### src/rtl/sap_controller.sv
`default_nettype none
// ============================================================================
// Module      : sap_controller
// Description : Control sequencer for the SAP-1 datapath. A six-state one-hot
//               ring counter (T1..T6) combined with opcode decode drives the
//               bus output enables, load strobes, PC increment and ALU
//               subtract select. T-states advance on a free-running clock
//               divider or on one debounced step-button press per state.
// Revision    : 1.0 - initial release
// ============================================================================
module sap_controller #(
    parameter int CLK_DIV = 27000000
) (
    input  logic       clk,
    input  logic       reset_n,
    input  logic       run_mode,
    input  logic       step_n,
    input  logic [3:0] opcode,
    output logic       pc_oe,
    output logic       pc_inc,
    output logic       mar_load,
    output logic       ram_oe,
    output logic       ir_load,
    output logic       ir_oe,
    output logic       a_load,
    output logic       a_oe,
    output logic       b_load,
    output logic       sum_oe,
    output logic       sub,
    output logic       out_load,
    output logic       halted,
    output logic [5:0] t_state
);

    localparam int               DIV_W      = $clog2(CLK_DIV);
    localparam logic [DIV_W-1:0] C_DIV_LAST = DIV_W'(CLK_DIV - 1);

    localparam logic [3:0] C_OP_LDA = 4'b0000;
    localparam logic [3:0] C_OP_ADD = 4'b0001;
    localparam logic [3:0] C_OP_SUB = 4'b0010;
    localparam logic [3:0] C_OP_OUT = 4'b1110;
    localparam logic [3:0] C_OP_HLT = 4'b1111;

    typedef enum logic [5:0] {
        T1 = 6'b000001,
        T2 = 6'b000010,
        T3 = 6'b000100,
        T4 = 6'b001000,
        T5 = 6'b010000,
        T6 = 6'b100000
    } t_state_e;

    t_state_e         r_state;
    t_state_e         w_next_state;
    logic [DIV_W-1:0] r_div;
    logic             r_step_prev;
    logic             r_armed;
    logic             r_halted;
    logic             w_tick;
    logic             w_halt_set;

    logic w_pc_oe, w_pc_inc, w_mar_load, w_ram_oe, w_ir_load, w_ir_oe;
    logic w_a_load, w_a_oe, w_b_load, w_sum_oe, w_sub, w_out_load;

    // Run-mode divider: counts 0..CLK_DIV-1 and wraps; parked at 0 in step mode
    always_ff @(posedge clk or negedge reset_n) begin
        if (!reset_n) begin
            r_div <= '0;
        end else if (!run_mode) begin
            r_div <= '0;
        end else if (r_div == C_DIV_LAST) begin
            r_div <= '0;
        end else begin
            r_div <= r_div + 1'b1;
        end
    end

    // Step-button history tracks in both modes so a mode switch with the
    // button held low cannot look like a fresh falling edge
    always_ff @(posedge clk or negedge reset_n) begin
        if (!reset_n) begin
            r_step_prev <= 1'b1;
        end else begin
            r_step_prev <= step_n;
        end
    end

    // Blocks any tick in the first cycle after reset release
    always_ff @(posedge clk or negedge reset_n) begin
        if (!reset_n) begin
            r_armed <= 1'b0;
        end else begin
            r_armed <= 1'b1;
        end
    end

    assign w_tick = r_armed & (run_mode ? (r_div == C_DIV_LAST)
                                        : (r_step_prev & ~step_n));

    // Ring counter and halt flag registers
    always_ff @(posedge clk or negedge reset_n) begin
        if (!reset_n) begin
            r_state  <= T1;
            r_halted <= 1'b0;
        end else begin
            r_state <= w_next_state;
            if (w_halt_set) begin
                r_halted <= 1'b1;
            end
        end
    end

    // Next-state and control-word decode; strobes qualified by the tick,
    // enables held for the whole T-state, everything silent once halted
    always_comb begin
        w_next_state = r_state;
        w_halt_set   = 1'b0;
        w_pc_oe      = 1'b0;
        w_pc_inc     = 1'b0;
        w_mar_load   = 1'b0;
        w_ram_oe     = 1'b0;
        w_ir_load    = 1'b0;
        w_ir_oe      = 1'b0;
        w_a_load     = 1'b0;
        w_a_oe       = 1'b0;
        w_b_load     = 1'b0;
        w_sum_oe     = 1'b0;
        w_sub        = 1'b0;
        w_out_load   = 1'b0;

        if (!r_halted) begin
            unique case (r_state)
                T1: begin
                    w_pc_oe    = 1'b1;
                    w_mar_load = w_tick;
                end
                T2: begin
                    w_pc_inc = w_tick;
                end
                T3: begin
                    w_ram_oe  = 1'b1;
                    w_ir_load = w_tick;
                end
                T4: begin
                    case (opcode)
                        C_OP_LDA, C_OP_ADD, C_OP_SUB: begin
                            w_ir_oe    = 1'b1;
                            w_mar_load = w_tick;
                        end
                        C_OP_OUT: begin
                            w_a_oe     = 1'b1;
                            w_out_load = w_tick;
                        end
                        C_OP_HLT: begin
                            w_halt_set = w_tick;
                        end
                        default: ;
                    endcase
                end
                T5: begin
                    case (opcode)
                        C_OP_LDA: begin
                            w_ram_oe = 1'b1;
                            w_a_load = w_tick;
                        end
                        C_OP_ADD, C_OP_SUB: begin
                            w_ram_oe = 1'b1;
                            w_b_load = w_tick;
                        end
                        default: ;
                    endcase
                end
                T6: begin
                    case (opcode)
                        C_OP_ADD: begin
                            w_sum_oe = 1'b1;
                            w_a_load = w_tick;
                        end
                        C_OP_SUB: begin
                            w_sum_oe = 1'b1;
                            w_sub    = 1'b1;
                            w_a_load = w_tick;
                        end
                        default: ;
                    endcase
                end
                default: ;
            endcase

            // HLT freezes the counter at T4 instead of rotating
            if (w_tick && !w_halt_set) begin
                w_next_state = t_state_e'({r_state[4:0], r_state[5]});
            end
        end
    end

    // Reset gates the control word directly so it drops without a clock edge
    assign pc_oe    = reset_n & w_pc_oe;
    assign pc_inc   = reset_n & w_pc_inc;
    assign mar_load = reset_n & w_mar_load;
    assign ram_oe   = reset_n & w_ram_oe;
    assign ir_load  = reset_n & w_ir_load;
    assign ir_oe    = reset_n & w_ir_oe;
    assign a_load   = reset_n & w_a_load;
    assign a_oe     = reset_n & w_a_oe;
    assign b_load   = reset_n & w_b_load;
    assign sum_oe   = reset_n & w_sum_oe;
    assign sub      = reset_n & w_sub;
    assign out_load = reset_n & w_out_load;
    assign halted   = r_halted;
    assign t_state  = r_state;

endmodule
`default_nettype wire

### config.mk
export PLATFORM = sky130hd
export DESIGN_NAME = sap_controller
export DESIGN_NICKNAME = d
export VERILOG_FILES = /design/src/rtl/sap_controller.sv
export SDC_FILE = /design/constraint.sdc
export NUM_CORES = 1
export LEC_CHECK = 0
export BUFFER_PORTS_ARGS = -buffer_cell sky130_fd_sc_hd__buf_2
export CAP_MARGIN = 20
export CORE_MARGIN = 5
export CORE_UTILIZATION = 50
export CTS_CLUSTER_DIAMETER = 200
export CTS_CLUSTER_SIZE = 20
export DETAILED_ROUTE_END_ITERATION = 10
export GPL_TIMING_DRIVEN = 0
export MAX_ROUTING_LAYER = met4
export PLACE_DENSITY = 0.81
export SKIP_CTS_REPAIR_TIMING = 1
export SYNTH_ARGS = -nofsm -noshare
export SYNTH_HDL_FRONTEND = slang
export SYNTH_SLANG_ARGS = --single-unit
### constraint.sdc
create_clock -name clk -period 2.1 [get_ports clk]
set_input_delay 0.105 -clock clk [delete_from_list [all_inputs] [get_ports clk]]
set_output_delay 0.105 -clock clk [all_outputs]
set_load 0.03 [all_outputs]
# == Yosys cells after proc, flatten, opt, wreduce, memory -nomap -nowiden ==
# Index checks and enable logic that the tools add are counted.
# totals
regBits,34
in_bits,8
out_inout_bits,19
wordCells,78
# op_classes
add_sub_neg,1
n_eq_ne,11
n_mux,39
bitwise,16
reduce_logical,6
# op_table
operator,count
25-bit two-way mux,2
1-bit two-way mux,34
"25-bit by 1-bit adder with 25-bit output, second input constant",1
"25-bit == test, second input constant",1
1-bit bitwise AND,14
"4-bit == test, second input constant",2
"6-bit by 1-bit == test with 1-bit output, second input constant",1
"6-bit by 2-bit == test with 1-bit output, second input constant",1
"6-bit by 3-bit == test with 1-bit output, second input constant",1
"6-bit by 4-bit == test with 1-bit output, second input constant",1
"6-bit by 5-bit == test with 1-bit output, second input constant",1
"6-bit == test, second input constant",1
1-bit one-hot mux with 2 select lines,3
"4-bit by 1-bit == test with 1-bit output, second input constant",1
"4-bit by 2-bit == test with 1-bit output, second input constant",1
4-bit logical NOT,1
3-bit OR reduction,1
1-bit inverter,2
2-bit AND reduction,1
2-bit OR reduction,1
1-bit logical AND,1
1-bit logical NOT,1

# == Logic depth before layout (Yosys ltp) ==
# Gate-level depths: netlist (run 1).
# depth
word_depth,10
ltp_mapped,7

# == Worst setup path before layout (run 1) ==
# No wires, ideal clock.
# synth_timing
path_kind,reg-to-output
start,register r_state[1] (netlist: t_state[1])
end,output port mar_load
arrival_ns,2.768
required_time_ns,1.995
path_slack_ns,-0.773
path_stages_with_launch,5
cell_sequence,dfrtp_1 or4_1 nor4b_1 nor2_1 nor2_1
# synth_via
elab_chain_len,4
word_cells_on_any_way,5
classes_between,eq/ne (2); mux (2); bitwise (1)
# synth_rtl
item,line,text
start: declaration,53,t_state_e r_state;
start signal: assignment,106,r_state <= w_next_state;
6-bit by 4-bit == test with 1-bit output / 6-bit by 1-bit == test with 1-bit output (equally long branches),132,unique case (r_state)
1-bit one-hot mux with 2 select lines *,132,
1-bit two-way mux *,131,if (!r_halted) begin
1-bit bitwise AND *,200,assign mar_load = reset_n & w_mar_load;
end: declaration,21,"output logic mar_load,"
# Mark *: on every way between the ends. The rest lies on a longest branch, timed or not.

# == Final worst setup path (run 1) ==
# layout_timing
start,register r_div[6]
end,register r_state[1] (netlist: t_state[1])
# layout_via
elab_chain_len,9
# layout_rtl
item,line,text
start: declaration,55,logic [DIV_W-1:0] r_div;
start signal: assignment,74,r_div <= r_div + 1'b1;
25-bit == test *,97,assign w_tick = r_armed & (run_mode ? (r_div == C_DIV_LAST)
1-bit two-way mux *,97,
1-bit bitwise AND *,97,
1-bit two-way mux,145,case (opcode)
1-bit two-way mux,132,
1-bit two-way mux,131,
1-bit logical NOT,191,if (w_tick && !w_halt_set) begin
1-bit logical AND *,191,
2-bit AND reduction (no line) *,n/a,
# Mark *: on every way between the ends. The rest lies on a longest branch, timed or not. The select of a mux whose other input is x is not followed.
# A chain may end at the register's enable or synchronous reset.

==> qor.txt, run 1 <==
DRT Wirelength: 4.053 mm
Compound-Gate Fraction of Synth Area: 2.338%
HP Class: in2reg
Max Slew Vio Count: 0
outcome: complete, but fails checks
number of vias per cell: 5.480
port bufs: 26
Routed WL per cell: 14.63 um
fin area: 2395 um^2
commonest non-fill, non-tap cells in the layout: 31 x nor2_1, 28 x dfrtp_1, 18 x xor2_1, 16 x buf_2, 15 x nand3_1
sequential fraction of the synthesis area: 46.91%
Routed Antenna Nets: 0
initial antenna violation count: 0
post-synthesis cell area: 1819 um^2
core region area: 3606 um^2
die footprint: 4945 um^2
WP data arrival: 2.57 ns
largest net degree at the start of global routing: 36
sequential share of power: 53.8%
Int Power: 0.9550 mW
Layout Nets: 237
io pins: 27
mux contribution to synthesized area: 4.952%
clk sink count: 34
Yosys warnings: 0
setup slack after layout: -0.3013 ns
die span in x: 70.32 um
endpoints failing hold: 0
final setup fails: 15
Crit Path Max Fanout: 7
Yosys reg bits: 34
Tcrit/Tclk final: 114.3%
Post-Synth XOR/XNOR Area: 11.55%
RSZ-0062 raised after global routing: yes
diodes inserted: 0
Post-synth EDFFs: 0
final setup skew: 0.006223 ns
area of the multi-input gates: 1076 um^2
Worst slew margin: 60.82%
Max VDD drop: 0.5406 mV
most common library cell in the layout ignoring fill and taps: nor2_1
clock share of power: 40.0%
Starting DRT DRC Count: 61
hpwl dp: 2.604 mm
Sequential cell area: 858.3 um^2
clock latency on the worst-skew pair: 0.29 ns
vias in the first global route: 1431
Initial Utilization: 50.45%
post-synthesis cell type count: 34
CP required: 2.27 ns
main combinational cell family by area after synthesis: simple AND/OR/NAND/NOR gates
Fmax: 416.4 MHz
vias post-DR: 1518
CP Launch Point: r_div[6]
Setup CP Type: reg2reg
Logic pwr share: 6.2%
final worst path period need: 2.401 ns
Synth Flop Type: dfrtp_1
CTS H-Tree Depth: 2
Mapped Avg Cell Area: 9.941 um^2
critical hold path startpoint: run_mode
Max Buffers Root-to-Sink: 2
Worst Hold Margin: 0.1070 ns
share of cells above drive strength 1: 36.68%
Clock Pin Slew Worst Setup and Hold Paths: 0.07 ns
switching share of power: 23.22%
Post-Place Cell Area: 2086 um^2
Power Dens Cells: 519.3 nW/um^2
# rows: 22
CTS tree: built
max cap viols: 0
first-pass GRT wire length: 6.313 mm
Layout area overhead: 31.64%
number of fill cells in the layout: 268
grt total ovfl: 0
Synth Area in Simple Gates: 31.91%
Least-Margin Pin Slew: 0.5829 ns
worst r2r src: r_div[6]
number of remaining DRC errors: 0
Async SR Flop Fraction: 100.0%
die height: 70.32 um
leakage: 1.078 nW
total track usage: 16.26%
GPL Wtd Cong: 0.7931
Root Buffer: clkbuf_8
Worst setup EP type: flop
adder-cell share of the synthesized area: 0.6878%
type of origin of the critical path: flop
first-pass iteration count of the detailed router: 4
total CTS buffers: 5
syn_nets: 192
cell count after synthesis: 183
failing checks: negative setup slack
P_sw: 0.2888 mW
area by class of cell:
| cell class | count | area share, % |
|---|---|---|
| multi-input cells | 144 | 44.93 |
| flip-flops and latches | 34 | 35.84 |
| repair buffers | 39 | 11.96 |
| clock buffers | 7 | 3.605 |
| well taps | 48 | 2.508 |
| plain buffers | 2 | 0.6270 |
| inverters | 2 | 0.3135 |
| clock inverters | 1 | 0.2090 |
sequential cells by signal, summed over array words and instances, names as in the netlist:
name,count
r_div,25
r_armed,1
r_step_prev,1
t_state,6
halted,1
worst paths after layout:
path / slack, ns / depth (start not counted) / end
worst min-delay path: 0.11 / 2 / r_div[1]
max in group asynchronous: 1.52 / 3 / r_div[6]
min in group asynchronous: 0.37 / 2 / t_state[0]
worst max register to register: -0.30 / 6 / t_state[1]
worst min register to register: 0.54 / 1 / r_div[0]
worst max-delay path: -0.30 / 6 / t_state[1]
cells in the mapped netlist (2+ instances only):
cell	n	area, um^2
dfrtp_1	32	800.8
xor2_1	18	157.7
nor3_1	8	40.04
mux2_4	6	90.09
nor2_1	32	120.1
nand2b_1	6	37.54
nand4_1	5	31.28
and3_1	3	18.77
inv_1	2	7.510
and2_2	2	15.01
nor4_4	2	42.54
dfstp_2	2	52.55
xnor2_1	6	52.55
or4_1	3	22.52
nor4_1	7	43.79
nand2_1	16	60.06
nand3_1	16	80.08
power by group through the flow:
stage	sequential (mW)	clock, mW	combinational, mW
floorplan	0.679	0	0.0332
global placement	0.681	0	0.0611
detailed placement	0.681	0	0.0629
CTS	0.669	0.504	0.0631
global route	0.670	0.540	0.0857
finish	0.670	0.497	0.0770
layer usage:
metal / share of wire (%) / GRT usage (%) / routed length [um]
met1: 42 / 19.25 / 1694
met2: 52 / 26.51 / 2121
met3: 3.7 / 4.604 / 148
met4: 2.2 / 5.532 / 89
met5: 0 / - / 0
critical path, stage by stage (launching register included):
cell	delay, ns
dfrtp_2	0.43
or4b_4	0.56
nor4_4	0.37
a31oi_4	0.24
buf_6	0.18
nand2b_4	0.18
mux2_4	0.32
metrics by stage:
stage | power (mW) | setup slack [ns] | cells | setup TNS (ns) | utilization [%]
floorplan | 0.7127 | -0.06458 | 183 | -0.1425 | -
global placement | 0.7417 | -0.1981 | 257 | -2.036 | 57.84
detailed placement | 0.7435 | -0.2555 | 257 | -3.243 | 57.84
CTS | 1.236 | -0.3520 | 265 | -5.427 | 60.37
global route | 1.295 | -0.3542 | 277 | -4.445 | 66.41
finish | 1.244 | -0.3013 | 277 | -3.478 | 66.41
cell families after synthesis:
family          count (synthesis)
simple gates                  108
flops                          34
xor+xnor                       24
mux                             6
buf+inv                         5
compound gates                  4
fa+ha+maj                       1
other cells                     1
Note: power is estimated with default switching activity, not from simulation.
==> inputs of run 2 (changes only) <==
- MAX_ROUTING_LAYER: met4 -> unset
- PLACE_DENSITY: 0.81 -> 0.78
- clock period: 2.1 -> 2.85 ns (I/O delays scaled with it)
==> run 2 against run 1 <==
The flow now finishes without violations. Critical endpoint is now b_load. Clock skew fell by 0.0018 ns. Final area is 10% lower. Count of clock-buffer cells in the layout did not move. Cell count down 2.9%. Register-to-register slack improved by 0.85 ns. Critical path type is now reg2out. Sequential cell count is the same.
==> qor.txt, run 2 (synthesized netlist as in run 1, its figures left out) <==
Initial Utilization: 50.45% (unchanged)
Worst setup EP type: output pin
clk sink count: 34 (unchanged)
Slowest cell on crit path: or4b_4
outcome: completed
Biggest register: r_div
clock share of power: 39.9% (about the same)
Int Power: 0.7000 mW (-27%)
fin area: 2152 um^2 (-10%)
# rows: 22 (unchanged)
largest net degree at the start of global routing: 36 (unchanged)
Max Slew Vio Count: 0 (unchanged)
Starting DRT DRC Count: 101 (+66%)
Layout Nets: 229 (-3.4%)
Crit Path Max Fanout: 8 (+1)
final worst path period need: 2.479 ns
final setup skew: 0.004421 ns (-0.001802 ns)
total track usage: 16.13% (-0.13 points)
Fmax: 403.5 MHz
GPL Wtd Cong: 0.7918 (-0.16%)
Layout Utilization: 59.68% (-6.7 points)
leakage: 0.9822 nW (-8.8%)
critical-path cell list: or4b_4 > nor4_4 > a31oi_4 > nor4_1 > buf_2
setup slack after layout: 0.3714 ns (+0.6727 ns)
max cap viols: 0 (unchanged)
WP data arrival: 2.34 ns (-0.23 ns)
Top delay family on crit path: simple AND/OR/NAND/NOR gates
io pins: 27 (unchanged)
Max VDD drop: 0.3274 mV (-39%)
Setup CP Type: reg2out
number of vias per cell: 5.405 (-1.4%)
CP Buf/Inv Count: 1 (unchanged)
die height: 70.32 um (unchanged)
grt total ovfl: 0 (unchanged)
number of remaining DRC errors: 0 (unchanged)
Sequential cell area: 853.3 um^2 (-0.58%)
die span in x: 70.32 um (unchanged)
diodes inserted: 0 (unchanged)
vias post-DR: 1454 (-4.2%)
core region area: 3606 um^2 (unchanged)
port bufs: 26 (unchanged)
clock latency on the worst-skew pair: 0.28 ns (about the same)
initial antenna violation count: 0 (unchanged)
number of fill cells in the layout: 316 (+18%)
CP required: 2.71 ns (+0.44 ns)
Tcrit/Tclk final: 86.97%
CTS H-Tree Depth: 2 (unchanged)
vias in the first global route: 1397 (-2.4%)
type of origin of the critical path: flop
endpoints failing hold: 0 (unchanged)
first-pass iteration count of the detailed router: 4 (unchanged)
commonest non-fill, non-tap cells in the layout: 32 x nor2_1, 32 x dfrtp_1, 27 x buf_2, 18 x xor2_1
Max Buffers Root-to-Sink: 2 (unchanged)
Clock Pin Slew Worst Setup and Hold Paths: 0.07 ns (about the same)
RSZ-0062 raised after global routing: no
total CTS buffers: 5 (unchanged)
pre-CTS setup slack: 0.6078 ns (+0.8634 ns)
Least-Margin Pin Slew: 1.078 ns (+0.4953 ns)
final setup fails: 0 (-15)
setup_tns: 0 ns (+3.478 ns)
max reg flops: 25 (unchanged)
Logic pwr share: 5.3% (-0.9 points)
Post-Place Cell Area: 2021 um^2 (-3.1%)
area of the multi-input gates: 945.9 um^2 (-12%)
DRT Wirelength: 3.740 mm (-7.7%)
Layout area overhead: 18.29%
share of cells above drive strength 1: 23.53% (-13 points)
CTS tree: built
Root Buffer: clkbuf_8
sequential share of power: 54.8% (+1.0 points)
Worst slew margin: 27.46% (-33 points)
hpwl dp: 2.614 mm (+0.37%)
Power Dens Cells: 418.1 nW/um^2 (-19%)
HP Class: in2reg
die footprint: 4945 um^2 (unchanged)
first-pass GRT wire length: 6.292 mm (-0.33%)
Routed Antenna Nets: 0 (unchanged)
P_sw: 0.1998 mW (-31%)
switching share of power: 22.20% (-1.0 points)
CP peak stage delay: 0.57 ns (about the same)
Routed WL per cell: 13.90 um (-5.0%)
run 2: cell count changes in the layout (fill, tap and decap cells not counted), sizes merged:
cell    before  now
buf         35   30
clkbuf      11    8
run 2: stage by stage:
step	hold slack (ns)	instances	power, mW
2_1_floorplan	-0.1531	183	0.5212
3_3_place_gp	0.2537	257	0.5426
3_5_place_dp	0.2594	258	0.5436
4_1_cts	-0.04860	266	0.9058
5_1_grt	0.1252	269	0.9430
6_report	0.1239	269	0.8998
run 2: area by class of cell:
| cell class | count | area share (%) |
|---|---|---|
| multi-input combinational | 144 | 43.95 |
| sequential | 34 | 39.65 |
| timing repair buffer | 30 | 8.140 |
| clock buffer | 7 | 4.012 |
| tap | 48 | 2.791 |
| buffer | 3 | 0.8721 |
| inverter | 2 | 0.3488 |
| clock inverter | 1 | 0.2326 |
run 2: power by group through the flow:
| stage | Sequential [mW] | Clock (mW) | Combinational, mW |
|---|---|---|---|
| 4_1_cts | 0.493 | 0.371 | 0.0425 |
| 6_report | 0.493 | 0.359 | 0.0476 |
| 3_5_place_dp | 0.502 | 0 | 0.0419 |
| 5_1_grt | 0.493 | 0.396 | 0.0536 |
| 2_1_floorplan | 0.501 | 0 | 0.0205 |
| 3_3_place_gp | 0.501 | 0 | 0.0411 |
run 2: layer usage:
metal | vias up | part of all wire [%] | global-route usage (%)
met5 | - | 0 | 0
met4 | 0 | 2.0 | 7.660
met3 | 4 | 2.7 | 4.748
met2 | 30 | 48 | 25.88
met1 | 714 | 47 | 19.76
li1 | 706 | - | -
run 2: worst paths after layout:
check	from	end	slack (ns)	cells after the start
min reg2reg	r_div[0]	r_div[0]	0.54	1
max reg2reg	t_state[2]	t_state[1]	0.55	6
min	run_mode	r_div[4]	0.12	2
min in group asynchronous	reset_n	t_state[0]	0.41	2
max in group asynchronous	reset_n	r_div[7]	2.25	3
max	r_div[18]	b_load	0.37	5
run 2: worst register-to-register path, stage by stage, from the launching register on:
cell and delay, ns:
dfrtp_1 0.45, or4_1 0.55, nor3b_1 0.39, a41oi_1 0.22
nand2b_1 0.13, buf_6 0.14, mux2_4 0.31
==> inputs of run 3 (changes only) <==
- clock period: 2.85 -> 2.5 ns (I/O delays scaled with it)
==> run 3 against run 2 <==
Final area rose by 0.52%. Critical endpoint unchanged. Largest power group unchanged. Clock power rose by 8.1%. Sequential cell count did not move. Largest cell class unchanged. Combinational power rose by 16%. Power rose by 12%. Sequential power rose by 14%. First-iteration DRC count fell by 36%. Via count fell by 2.3%. Count of clock-buffer cells in the layout rose by 1.
==> qor.txt, run 3 (synthesized netlist as in run 1, its figures left out) <==
CP required: 2.38 ns (-0.33 ns)
number of remaining DRC errors: 0 (unchanged)
die span in x: 70.32 um (unchanged)
type of origin of the critical path: flop
sequential share of power: 55.9% (+1.1 points)
Layout Nets: 228 (-0.44%)
core region area: 3606 um^2 (unchanged)
Routed Antenna Nets: 0 (unchanged)
CTS tree: built
first-pass GRT wire length: 6.141 mm (-2.4%)
io pins: 27 (unchanged)
# rows: 22 (unchanged)
number of vias per cell: 5.302 (-1.9%)
GPL Wtd Cong: 0.8068 (+1.9%)
GR peak layer: met2
final setup skew: 0.009118 ns (+0.004697 ns)
RSZ-0062 raised after global routing: no
met1 GRT Util: 18.73% (-1.0 points)
Biggest register: r_div
Worst setup EP type: output pin
port bufs: 26 (unchanged)
outcome: completed
largest net degree at the start of global routing: 36 (unchanged)
Clock Pin Slew Worst Setup and Hold Paths: 0.07 ns (about the same)
commonest non-fill, non-tap cells in the layout: 32 x nor2_1, 32 x dfrtp_1, 26 x buf_2, 18 x xor2_1
Tcrit/Tclk final: 97.66%
first-pass iteration count of the detailed router: 4 (unchanged)
Initial Utilization: 50.45% (unchanged)
Logic pwr share: 5.5% (+0.2 points)
Crit Path Max Fanout: 8 (unchanged)
Fmax: 409.6 MHz
share of cells above drive strength 1: 24.55% (+1.0 points)
switching share of power: 22.99% (+0.78 points)
hpwl dp: 2.540 mm (-2.8%)
clk sink count: 34 (unchanged)
final worst path period need: 2.442 ns
Setup CP Type: reg2out
max cap viols: 0 (unchanged)
P_sw: 0.2311 mW (+16%)
Max Buffers Root-to-Sink: 2 (unchanged)
Least-Margin Pin Slew: 1.036 ns (-0.04233 ns)
final setup fails: 0 (unchanged)
Post-Place Cell Area: 2034 um^2 (+0.68%)
WP data arrival: 2.32 ns (-0.02 ns)
grt met2 use: 26.09% (+0.21 points)
Int Power: 0.7743 mW (+11%)
total CTS buffers: 5 (unchanged)
Routed WL per cell: 13.76 um (-1.0%)
diodes inserted: 0 (unchanged)
met3 global-route usage: 4.748% (unchanged)
die height: 70.32 um (unchanged)
Max Slew Vio Count: 0 (unchanged)
Worst Hold Margin: 0.1270 ns (+0.003162 ns)
vias in the first global route: 1386 (-0.79%)
die footprint: 4945 um^2 (unchanged)
vias post-DR: 1421 (-2.3%)
setup_tns: 0 ns (unchanged)
HP Class: in2reg
Power Dens Cells: 464.7 nW/um^2 (+11%)
fin area: 2163 um^2 (+0.52%)
DRT Wirelength: 3.689 mm (-1.4%)
clock share of power: 38.6% (-1.3 points)
Max VDD drop: 0.3473 mV (+6.1%)
initial antenna violation count: 0 (unchanged)
clock latency on the worst-skew pair: 0.28 ns (about the same)
max reg flops: 25 (unchanged)
endpoints failing hold: 0 (unchanged)
CTS H-Tree Depth: 2 (unchanged)
leakage: 0.9660 nW (-1.6%)
Root Buffer: clkbuf_8
Layout area overhead: 18.91%
Worst slew margin: 30.31% (+2.8 points)
Starting DRT DRC Count: 65 (-36%)
grt total ovfl: 0 (unchanged)
total power: 1.005 mW (+12%)
total track usage: 15.56% (-0.58 points)
## run 3: cell count changes in the layout (fill, tap and decap cells not counted)
cell	before	now
buf_2	27	26
ha_2	0	1
ha_1	1	0
clkinv_2	1	0
nor4_2	0	4
clkbuf_8	6	5
nor4_1	7	3
clkbuf_1	2	4
## run 3: metal layers
layer,wire (um),up-vias
li1,-,708
met1,1653,680
met2,1823,24
met3,137,9
met4,74,0
met5,0,-
## run 3: metrics by stage
step	setup slack (ns)	std cells	util, %
CTS	0.02615	265	58.64
floorplan	0.06542	183	-
finish	0.05846	268	59.99
detailed placement	0.2334	257	56.42
global placement	0.2095	257	56.42
global route	0.001699	268	59.99
## run 3: cell type report
class                   count  area, um^2
fillers                   312        1443
multi-input cells         144       973.4
flip-flops and latches     34       853.3
repair buffers             29       170.2
clock buffers               8       80.08
well taps                  48       60.06
plain buffers               3       18.77
inverters                   2       7.507
## run 3: final timing paths
check                      cells past startpoint  slack, ns        from           to
max reg2reg                                    6       0.23  t_state[2]   t_state[4]
max in group asynchronous                      3       1.90     reset_n     r_div[7]
min                                            2       0.13    run_mode     r_div[1]
min reg2reg                                    1       0.53    r_div[0]     r_div[0]
max                                            5       0.06   r_div[18]       b_load
min in group asynchronous                      2       0.40     reset_n  r_step_prev
## run 3: power by group through the flow
stage	clock network, mW	registers (mW)	logic [mW]
6_report	0.388	0.562	0.0554
5_1_grt	0.421	0.562	0.0629
4_1_cts	0.399	0.561	0.0493
3_5_place_dp	0	0.572	0.0492
3_3_place_gp	0	0.572	0.0481
2_1_floorplan	0	0.571	0.0245
## run 3: critical path: stages, from the launching register on
cell and delay [ns]:
dfrtp_1 0.41, or4b_4 0.56, nor4_4 0.32, a31oi_4 0.19, nor4_2 0.31, buf_2 0.24
